--- src/rtl/forward_scoreboard_pkg.sv ---
// Shared types and constants for the forwarding scoreboard.
// Register width, the zero register and the stall counter helper live here.
package forward_scoreboard_pkg;

    localparam int REG_W = 5;
    localparam logic [REG_W-1:0] REG_ZERO = '0;
    localparam int FWD_NONE = 0;
    localparam int CNT_W = 16;
    localparam logic [CNT_W-1:0] CNT_MAX = '1;

    function automatic logic [CNT_W-1:0] sat_inc(input logic [CNT_W-1:0] v);
        return (v == CNT_MAX) ? v : v + CNT_W'(1);
    endfunction

endpackage

--- src/rtl/forward_scoreboard_fwd_match.sv ---
// Priority match of one register query against all in-flight entries.
// The lowest-index (youngest) matching entry wins.
module fwd_match
    import forward_scoreboard_pkg::*;
#(
    parameter int DEPTH = 3,
    parameter int LAT_W = 2,
    parameter int IDX_W = 2
) (
    input  logic                        query_valid,
    input  logic [REG_W-1:0]            query_reg,
    input  logic [DEPTH-1:0]            ent_valid,
    input  logic [DEPTH-1:0][REG_W-1:0] ent_wreg,
    input  logic [DEPTH-1:0][LAT_W-1:0] ent_cnt,
    output logic                        hit,
    output logic [IDX_W-1:0]            idx,
    output logic                        ready
);

    logic live;

    assign live = query_valid && (query_reg != REG_ZERO);

    // Walk oldest to youngest so the youngest match overwrites the rest.
    always_comb begin
        hit   = 1'b0;
        idx   = '0;
        ready = 1'b0;
        for (int i = DEPTH - 1; i >= 0; i--) begin
            if (live && ent_valid[i] && (ent_wreg[i] == query_reg)) begin
                hit   = 1'b1;
                idx   = IDX_W'(i);
                ready = (ent_cnt[i] == '0);
            end
        end
    end

endmodule

--- src/rtl/forward_scoreboard.sv ---
// Forwarding/interlock scoreboard: shift register of in-flight writes,
// per-port forward selection, load-use stall and a saturating stall counter.
module forward_scoreboard
    import forward_scoreboard_pkg::*;
#(
    parameter int NUM_READ = 3,
    parameter int DEPTH = 3,
    parameter int LAT_W = 2,
    localparam int SEL_W = $clog2(DEPTH + 1)
) (
    input  logic                      clk,
    input  logic                      reset_n,
    input  logic                      issue_valid,
    input  logic [4:0]                issue_wreg,
    input  logic [LAT_W-1:0]          issue_lat,
    input  logic                      ext_stall,
    input  logic                      flush,
    input  logic [NUM_READ-1:0]       rd_valid,
    input  logic [NUM_READ*5-1:0]     rd_reg,
    output logic [NUM_READ*SEL_W-1:0] fwd_sel,
    output logic                      hazard_stall,
    output logic [15:0]               stall_count
);

    logic [DEPTH-1:0]            ent_valid;
    logic [DEPTH-1:0][REG_W-1:0] ent_wreg;
    logic [DEPTH-1:0][LAT_W-1:0] ent_cnt;
    logic [NUM_READ-1:0]         port_stall;
    logic                        issue_ok;

    for (genvar p = 0; p < NUM_READ; p++) begin : g_port
        logic             hit;
        logic             ready;
        logic [SEL_W-1:0] idx;

        fwd_match #(
            .DEPTH (DEPTH),
            .LAT_W (LAT_W),
            .IDX_W (SEL_W)
        ) u_match (
            .query_valid (rd_valid[p]),
            .query_reg   (rd_reg[p*5 +: 5]),
            .ent_valid   (ent_valid),
            .ent_wreg    (ent_wreg),
            .ent_cnt     (ent_cnt),
            .hit         (hit),
            .idx         (idx),
            .ready       (ready)
        );

        assign fwd_sel[p*SEL_W +: SEL_W] =
            (hit && ready) ? idx + SEL_W'(1) : SEL_W'(FWD_NONE);
        assign port_stall[p] = hit && !ready;
    end

    assign hazard_stall = |port_stall;

    assign issue_ok = issue_valid && (issue_wreg != REG_ZERO) &&
                      !hazard_stall && !ext_stall && !flush;

    // Back stages always advance; only entry 0 is gated.
    always_ff @(posedge clk or negedge reset_n) begin
        if (!reset_n) begin
            ent_valid   <= '0;
            ent_wreg    <= '0;
            ent_cnt     <= '0;
            stall_count <= '0;
        end else begin
            ent_valid[0] <= issue_ok;
            ent_wreg[0]  <= issue_wreg;
            ent_cnt[0]   <= issue_lat;
            for (int i = 1; i < DEPTH; i++) begin
                ent_valid[i] <= ent_valid[i-1];
                ent_wreg[i]  <= ent_wreg[i-1];
                ent_cnt[i]   <= (ent_cnt[i-1] == '0) ? '0
                                : ent_cnt[i-1] - LAT_W'(1);
            end
            if (hazard_stall)
                stall_count <= sat_inc(stall_count);
        end
    end

    a_retire_ready: assert property (
        @(posedge clk) disable iff (!reset_n)
        ent_valid[DEPTH-1] |-> (ent_cnt[DEPTH-1] == '0)
    );

endmodule

--- config.mk ---
export PLATFORM = sky130hd
export DESIGN_NAME = forward_scoreboard
export DESIGN_NICKNAME = d
export VERILOG_FILES = /design/src/rtl/forward_scoreboard_pkg.sv /design/src/rtl/forward_scoreboard_fwd_match.sv /design/src/rtl/forward_scoreboard.sv
export SDC_FILE = /design/constraint.sdc
export NUM_CORES = 1
export LEC_CHECK = 0
export ABC_AREA = 1
export CAP_MARGIN = 20
export CELL_PAD_IN_SITES_DETAIL_PLACEMENT = 1
export CELL_PAD_IN_SITES_GLOBAL_PLACEMENT = 2
export CORE_MARGIN = 2
export CORE_UTILIZATION = 26
export CTS_CLUSTER_DIAMETER = 150
export DETAILED_ROUTE_END_ITERATION = 7
export GPL_TIMING_DRIVEN = 0
export PLACE_DENSITY = 0.78
export SYNTH_ARGS = -nofsm -noshare
export SYNTH_HDL_FRONTEND = slang
export SYNTH_SLANG_ARGS = --single-unit
--- constraint.sdc ---
create_clock -name clk -period 1.8 [get_ports clk]
set_input_delay 0.18 -clock clk [delete_from_list [all_inputs] [get_ports clk]]
set_output_delay 0.18 -clock clk [all_outputs]
set_load 0.05 [all_outputs]
**Word-level counts from Yosys, hierarchy flattened**

Index checks and enable logic that the tools add are counted.
Widths: inputs -> output; s select.

- $add $sub $neg: 6
- $mul: 0
- Div/mod/pow operators: 0
- $lt $le $gt $ge: 0
- Equal/unequal tests: 10
- Shift-type cells: 0
- Mux-type cells: 32
- Bitwise gates (word level): 1
- Reductions and logical operators: 46

Operators by type and width:

| kind | count |
|---|---|
| $eq 5x5->1 | 9 |
| $logic_and 1x1->1 | 31 |
| $mux 2 | 14 |
| $reduce_bool 5->1 | 4 |
| $mux 1 | 18 |
| $add 16x1->16 const B | 1 |
| $eq 16x16->1 const B | 1 |
| $add 2x1->2 const B | 3 |
| $logic_not 1->1 | 6 |
| $logic_not 2->1 | 3 |
| $sub 2x1->2 const B | 2 |
| $reduce_or 3->1 | 1 |
| $reduce_and 2->1 | 1 |
| $not 1->1 | 1 |

- Flip-flop bits (word level): 40
- Latch bits: 0
- Bits in writable memories: 0
- ROM bits: 0
- Input bits: 30
- Output and inout bits: 23
- Memories: 0

**Logic depth before layout (Yosys ltp)**

Gate-level depths: netlist of the first run.

- Depth after elaboration: 14
- Mapped depth: 16
- Gate-level depth less buffers: 15

**Cells and area by module**

A second synthesis of the first run with hierarchy kept.

- Cell total of the unflattened synthesis: 518
- Area total of the unflattened synthesis: 3106.7 µm²

By module, submodules not included:

| module | instances | cells an instance | area each (µm²) |
|---|---|---|---|
| forward_scoreboard | 1 | 200 | 1762.9 |
| fwd_match | 3 | 106 | 447.9 |

**Worst setup path before layout of the first run**

No wires, ideal clock.

- Kind: register -> output
- From: register ent_wreg[3] in the netlist's numbering
- To: output port fwd_sel[1]
- Data arrival time: 2244 ps
- Path slack: -624 ps
- Cell stages (with the launch flop): 10
- Buffers on the path: 0
- Cells stage by stage: dfrtp_1 -> inv_1 -> nand2_1 -> nand2_1 -> nand3b_1 -> nor2_2 -> nand2_1 -> nand3_2 -> nand3_2 -> a221oi_1

- Cells in the longest elaborated chain, start to end: 5

RTL lines:

| item | RTL line | source |
|---|---|---|
| from (decl) | forward_scoreboard.sv:26 | `logic [DEPTH-1:0][REG_W-1:0] ent_wreg;` |
| from (signal, indexed assignment) | forward_scoreboard.sv:74 | `ent_wreg[i] <= ent_wreg[i-1];` |
| $eq 5x5->1 (*) | forward_scoreboard_fwd_match.sv:30 | `if (live && ent_valid[i] && (ent_wreg[i] == query_reg)) begin` |
| $logic_and 1x1->1 (*) | forward_scoreboard_fwd_match.sv:30 |  |
| $mux 2 / $mux 1 (equally long branches) | forward_scoreboard_fwd_match.sv:30 |  |
| $add 2x1->2 / $logic_and 1x1->1 (equally long branches) | forward_scoreboard.sv:52 | `(hit && ready) ? idx + SEL_W'(1) : SEL_W'(FWD_NONE);` |
| $mux 2 (*) | forward_scoreboard.sv:52 |  |
| to (decl) | forward_scoreboard.sv:20 | `output logic [NUM_READ*SEL_W-1:0] fwd_sel,` |

Every way passes the cells marked *; elsewhere a longest branch is shown, timed or not.

**Final worst setup path of the first run**

- From: register ent_wreg[5] in the netlist's numbering
- To: output port hazard_stall

- Cells in the longest elaborated chain, start to end: 7

RTL lines:

| item | RTL line | source |
|---|---|---|
| $eq 5x5->1 | forward_scoreboard_fwd_match.sv:30 |  |
| $logic_and 1x1->1 | forward_scoreboard_fwd_match.sv:30 |  |
| $mux 1 (2 in series) | forward_scoreboard_fwd_match.sv:30 |  |
| $logic_not 1->1 | forward_scoreboard.sv:53 | `assign port_stall[p] = hit && !ready;` |
| $logic_and 1x1->1 | forward_scoreboard.sv:53 |  |
| $reduce_or 3->1 (*) | forward_scoreboard.sv:56 | `assign hazard_stall = \|port_stall;` |
| to (decl) | forward_scoreboard.sv:21 | `output logic hazard_stall,` |

Marks and branches as above.

==> results of run 1 <==
[metrics by stage]
stage                     power (mW)  worst slack, ns  cells  setup TNS [ns]
after floorplan                1.380          -0.1753    422         -0.4958
after global placement         1.622           -1.345    610          -41.97
after detailed placement       1.649           -1.368    611          -18.15
after CTS                      2.352          -0.4168    646          -8.179
after global routing           2.492          -0.5929    655          -12.10
final                          2.350          -0.4267    655          -8.171
[layer usage]
layer  GRT usage [%]  share of wire [%]  vias to the layer above
li1                -                  -                     1514
met1           26.04                 49                     1487
met2           30.28                 47                       62
met3           2.361                3.0                       12
met4           4.579                1.5                        0
met5               0                  0                        -
[layout by cell type (no fill, tap or decap), types with 7 or more instances in the layout]
| cell type | count |
|---|---|
| clkdlybuf4s50_1 | 22 |
| dfrtp_1 | 25 |
| nand2_2 | 21 |
| buf_6 | 8 |
| inv_1 | 33 |
| nor2_1 | 30 |
| buf_4 | 28 |
| nand3_1 | 17 |
| dlymetal6s2s_1 | 7 |
| nand4_1 | 9 |
| nand3_2 | 17 |
| nor2_2 | 12 |
| xor2_1 | 12 |
| dfrtp_2 | 15 |
| inv_2 | 24 |
| nand2_1 | 144 |
| nand2_4 | 7 |
| nor3_1 | 8 |
| clkbuf_8 | 7 |
| dlygate4sd2_1 | 15 |
[layout make-up]
type	instances	area, sq um
Sequential cell	40	1020
Buffer	4	68.82
Inverter	57	214.0
Timing Repair Buffer	89	899.6
Tap cell	136	170.2
Clock buffer	7	86.33
Clock inverter	1	7.507
Multi-Input combinational cell	321	1872
Fill cell	1296	6078
[cell families (layout without fill, tap and decap cells)]
group	Yosys count	in the layout	share of synthesized area [%]
xor gates and xnor gates	16	16	4.991
DFF	40	40	35.65
buffers and inverters	61	158	9.269
adders and majority gates	1	1	0.4456
AOI/OAI and AO/OA	18	18	3.833
and+or+nand+nor	286	286	45.81
[worst max-delay path: cells and delay by family (launching register included)]
family,cells,cell delay [ns]
simple gates,9,0.79
buf+inv,5,0.54
flops,1,0.44
[power breakdown]
| group | total (mW) | switching [mW] | internal (mW) |
|---|---|---|---|
| Combinational | 0.637 | 0.379 | 0.258 |
| Clock | 0.653 | 0.341 | 0.313 |
| Sequential | 1.06 | 0.102 | 0.958 |
[synthesized netlist by cell type, drive strengths merged]
cell type    n  area share [%]
nor2        45             6.5
o21ai        6             1.1
o211ai       1            0.27
dfrtp       40              36
nand3       39             8.1
ha           1            0.45
nand3b       3            0.80
o311ai       1            0.31
a21boi       1            0.27
a21oi        5            0.89
or2          1            0.22
xor2        12             3.7
nor4         2            0.45
or3          1            0.22
a211oi       1            0.27
a31oi        1            0.22
o22ai        1            0.22
nor3        12             2.3
buf          3             1.5
nand2b       1            0.22
nand4        9             2.0
xnor2        4             1.2
inv         57             7.6
clkbuf       1            0.13
a221oi       1            0.31
nand2      173              25
[state kept, by name, summed over array words and instances (netlist names)]
register     count
stall_count     16
ent_cnt          6
ent_wreg        15
ent_valid        3
[worst min path at each step]
stage	from	to	slack (ns)	cells past startpoint
after floorplan	reset_n	ent_cnt[0]	-0.12	0
after global placement	ent_cnt[0]	ent_cnt[2]	0.43	1
after detailed placement	reset_n	ent_wreg[5]	0.06	1
after CTS	reset_n	ent_wreg[5]	0.28	2
after global routing	reset_n	ent_wreg[5]	0.29	2
final	reset_n	ent_valid[2]	0.28	2
[timing repair]
action                                  in CTS  in global routing
pin swaps                                   20                 25
endpoints found under the setup margin      26                 29
hold buffers                                 1                  0
setup buffers                               25                 10
cloned                                       2                  0
resized for setup                          116                 43
hold endpoints to repair                     7                  0
==> impl_metrics.toml, run 1 <==
[yosys]
ys_seq_elements = 40
synthCells = 422
yosys_warnings = 0
syn_area_per_cell_sq_um = 6.653
syn_area_sq_um = 2808
ys_seq_area_share_pct = 35.65
postSynthNetCount = 453
yosysUniqueCellTypes = 36

[worst_hold_path]
min_path_type = "in -> async"

[timing]
finalClockSkew_ns = 0.009501
rsz0062_at_grt = "yes"
worst-slew-pin-transition_ns = 0.5876
setup_violations = 24
post-route-min-period_ns = 2.227
fmax_mhz = 449.1
post-route-period-util_pct = 123.7
slew_violations = 0
slew_headroom_pct = 60.33
hold_slack_ns = 0.2834
setup_ws_ns = -0.4267
hold_violations = 0

[routing]
drtIter0Drc = 114
drtAntennaViolNets = 0
vias = 3075
drt-pass1-iter-count = 4
wirelength_um = 10430
drc_errors = 0
via_per_inst = 4.695
routedWlPerCell_um = 15.92

[floorplan]
io_pins = 53
die_y_um = 107.9
die_w_um = 107.9
start_util_pct = 26.95
fp-row-count = 37
dieArea_sq_um = 11650
coreArea_sq_um = 10420

[clock_network]
cts_root_buf = "clkbuf_8"
clk_latency_ns = 0.29
cts_tree = "built"
cts_buffers = 5
cts_htree_levels = 2
cts.sinks = 40
clockBufferDepth = 2
path_clk_slew_ns = 0.08

[setup_path]
crit_slowest_cell = "dfrtp_1"
crit_arrival_ns = 2.05
worstPathCellList = "inv_2 > buf_4 > nand2_1 > nand3_2 > nor2_2 > nand4_1 > nand2_1 > inv_2 > nand2_2 > nand2_4 > nand2_4 > nand3_4 > buf_12 > buf_12"
max_stage_delay_ns = 0.44
crit_path_start = "ent_wreg[5]"
crit_end = "hazard_stall"
reg2reg_from = "ent_wreg[0]"
crit_required_ns = 1.62
ff2ff_setup_slack_ns = -0.37
crit_fanout = 4
rr_endpoint = "stall_count[3]"
start_kind = "register"
r2r_cells = 15
path_class = "reg -> out"
crit_path_end_kind = "output port"

[pwr]
p_per_area_nw_per_um2 = 541.7
max-vdd-ir-drop_mv = 0.5033
cellLeakagePower_nw = 2.178

[grt]
grt.overflow.total = 0
grt_max_degree = 34
grt.total_usage_pct = 18.55
antenna_found_initial = 0
grt_pass1_wl_um = 16570
first_global_vias = 3251

[place]
placed_area_sq_um = 3660
dp.final_hpwl_um = 7625
port_buffers = 52
gp_congestion = 0.7945

[job]
timing.max_cap.violations = 0

[outcome]
violations = "negative setup slack"
status = "complete, but fails checks"

[cells_and_area]
fin_nets = 549
drive_above_1_share_pct = 33.33
area_growth_pct = 54.50
stdcell_area_sq_um = 4338
final_util_pct = 41.65
antennaDiodeCount = 0
Power figures use the tool's default switching activity.
==> inputs of run 2 (changes only) <==
Settings changed: CORE_UTILIZATION 26 to 28, PLACE_DENSITY 0.78 to 0.8.
Clock period 1.8 ns to 2.5 ns, I/O delays scaled along.
==> run 2 against run 1 <==
The run now ends clean; design area is 15% lower; flip-flop and latch count stayed put; combinational power is 38% lower; worst setup slack better by 0.55 ns; clock power is 34% lower; die area is 6.9% lower; non-clock buffer count is 33 lower; utilization is 4.0 points lower; power is 33% lower.
==> impl_metrics.toml, run 2 (synthesized netlist as in run 1, its figures left out) <==
[grt]
grt_max_degree = 33
grt.total_usage_pct = 18.14
grt_pass1_wl_um = 15860
first_global_vias = 3157
antenna_found_initial = 0
grt.overflow.total = 0

[outcome]
status = "finished clean"

[clock_network]
cts_tree = "built"
cts.sinks = 40
cts_root_buf = "clkbuf_8"
cts_buffers = 5
path_clk_slew_ns = 0.08
cts_htree_levels = 2
clk_latency_ns = 0.30
clockBufferDepth = 2

[setup_path]
r2r_cells = 9
rr_endpoint = "stall_count[14]"
crit_slowest_cell = "dfrtp_2"
critical-path-top-delay-family = "simple AND/OR/NAND/NOR gates"
path_class = "reg -> out"
cpMostUsedCell = "nand2_1"
max_stage_delay_ns = 0.41
ff2ff_setup_slack_ns = 0.26
crit_required_ns = 2.25
crit_fanout = 10
crit_path_end_kind = "output port"
worstPathCellList = "inv_1 > nand2_1 > nand2_1 > nand3b_1 > nor2_4 > nand2_1 > nand3_2 > nand3_2 > nand2_2 > nand3_4 > buf_12 > buf_6"
crit_arrival_ns = 2.13
reg2reg_from = "stall_count[0]"
crit_buf_inv = 3
start_kind = "register"

[timing]
worst-slew-pin-transition_ns = 0.5084
fin_tns_setup_ns = 0
finalClockSkew_ns = 0.007415
slew_violations = 0
hold_violations = 0
setup_violations = 0
post-route-min-period_ns = 2.378
post-route-period-util_pct = 95.12
rsz0062_at_grt = "yes"
slew_headroom_pct = 65.79
fmax_mhz = 420.5
setup_ws_ns = 0.1221

[routing]
drt-pass1-iter-count = 5
wirelength_um = 9264
via_per_inst = 4.702
drc_errors = 0
drtIter0Drc = 78
drtAntennaViolNets = 0
vias = 2906
routedWlPerCell_um = 14.99

[cells_and_area]
fin_nets = 516
area_growth_pct = 31.11
fin_cells = 618
antennaDiodeCount = 0
mostFrequentLayoutCells = "nand2_1 (156), inv_1 (45), nor2_1 (38)"
largest_reg_flops = 16
fill_cells = 1248
final_common_cell = "nand2_1"
top_regs = "stall_count (16), ent_wreg (15), ent_cnt (6)"
drive_above_1_share_pct = 15.88
stdcell_area_sq_um = 3681
regMostFlops = "stall_count"

[place]
port_buffers = 52
placed_area_sq_um = 3510
dp.final_hpwl_um = 7597
placed_cells = 608
gp_congestion = 0.8334
place_ws_ns = -0.6538

[pwr]
max-vdd-ir-drop_mv = 0.2520
p_per_area_nw_per_um2 = 427.1
finalPower_mw = 1.572
cellLeakagePower_nw = 1.916

[worst_hold_path]
min_path_type = "in -> async"

[floorplan]
io_pins = 53
fp-row-count = 36
start_util_pct = 28.73
dieArea_sq_um = 10840
coreArea_sq_um = 9774
die_y_um = 104.1
die_w_um = 104.1

[job]
timing.max_cap.violations = 0
-- run 2: report_power, final --
part / total [mW] / internal (mW) / leakage [nW] / switching, mW
clock: 0.431 / 0.189 / 0.0400 / 0.242
combinational: 0.394 / 0.149 / 1.37 / 0.245
sequential: 0.747 / 0.685 / 0.503 / 0.0614
total: 1.57 / 1.02 / 1.92 / 0.548
-- run 2: stage by stage --
step	hold slack, ns	util, %
2_1_floorplan	-0.04559	-
3_3_place_gp	0.4242	35.75
3_5_place_dp	0.1486	35.91
4_1_cts	0.3559	36.71
5_1_grt	0.3832	37.66
6_report	0.3523	37.66
-- run 2: how the worst max path moves through the flow --
| stage | end | cells after the start | start |
|---|---|---|---|
| floorplan | fwd_sel[1] | 9 | ent_wreg[3] |
| global placement | hazard_stall | 13 | rd_reg[6] |
| detailed placement | hazard_stall | 13 | rd_reg[11] |
| CTS | hazard_stall | 13 | rd_reg[10] |
| global route | hazard_stall | 12 | ent_wreg[3] |
| finish | hazard_stall | 12 | ent_wreg[3] |
-- run 2: final cells by class --
type | instances | area [sq um] | area share (%)
buffer | 4 | 56.30 | 1.530
clock buffer | 5 | 68.82 | 1.869
clock inverter | 2 | 12.51 | 0.3399
inverter | 57 | 214.0 | 5.812
multi-input combinational | 321 | 1582 | 42.96
sequential | 40 | 1012 | 27.50
tap | 133 | 166.4 | 4.521
timing repair buffer | 56 | 569.3 | 15.47
-- run 2: what timing repair did --
action                                 in CTS  in global routing
pin swaps                                   1                  2
endpoints found under the hold margin       8                  0
buffers inserted                            0                  2
setup endpoints to repair                   7                  9
gates resized for setup                    42                 38
hold buffers                                1                  0
-- run 2: routing by layer --
| layer | share of wire, % | GRT usage, % | vias up |
|---|---|---|---|
| li1 | - | - | 1448 |
| met1 | 49 | 23.97 | 1407 |
| met2 | 48 | 31.77 | 44 |
| met3 | 2.5 | 2.256 | 7 |
| met4 | 0.92 | 3.764 | 0 |
| met5 | 0 | 0 | - |
==> inputs of run 3 (changes only) <==
Settings changed: CAP_MARGIN 20 to unset.
==> results of run 3 <==
The final DEF is identical to that of run 2; final timing and power are the same.
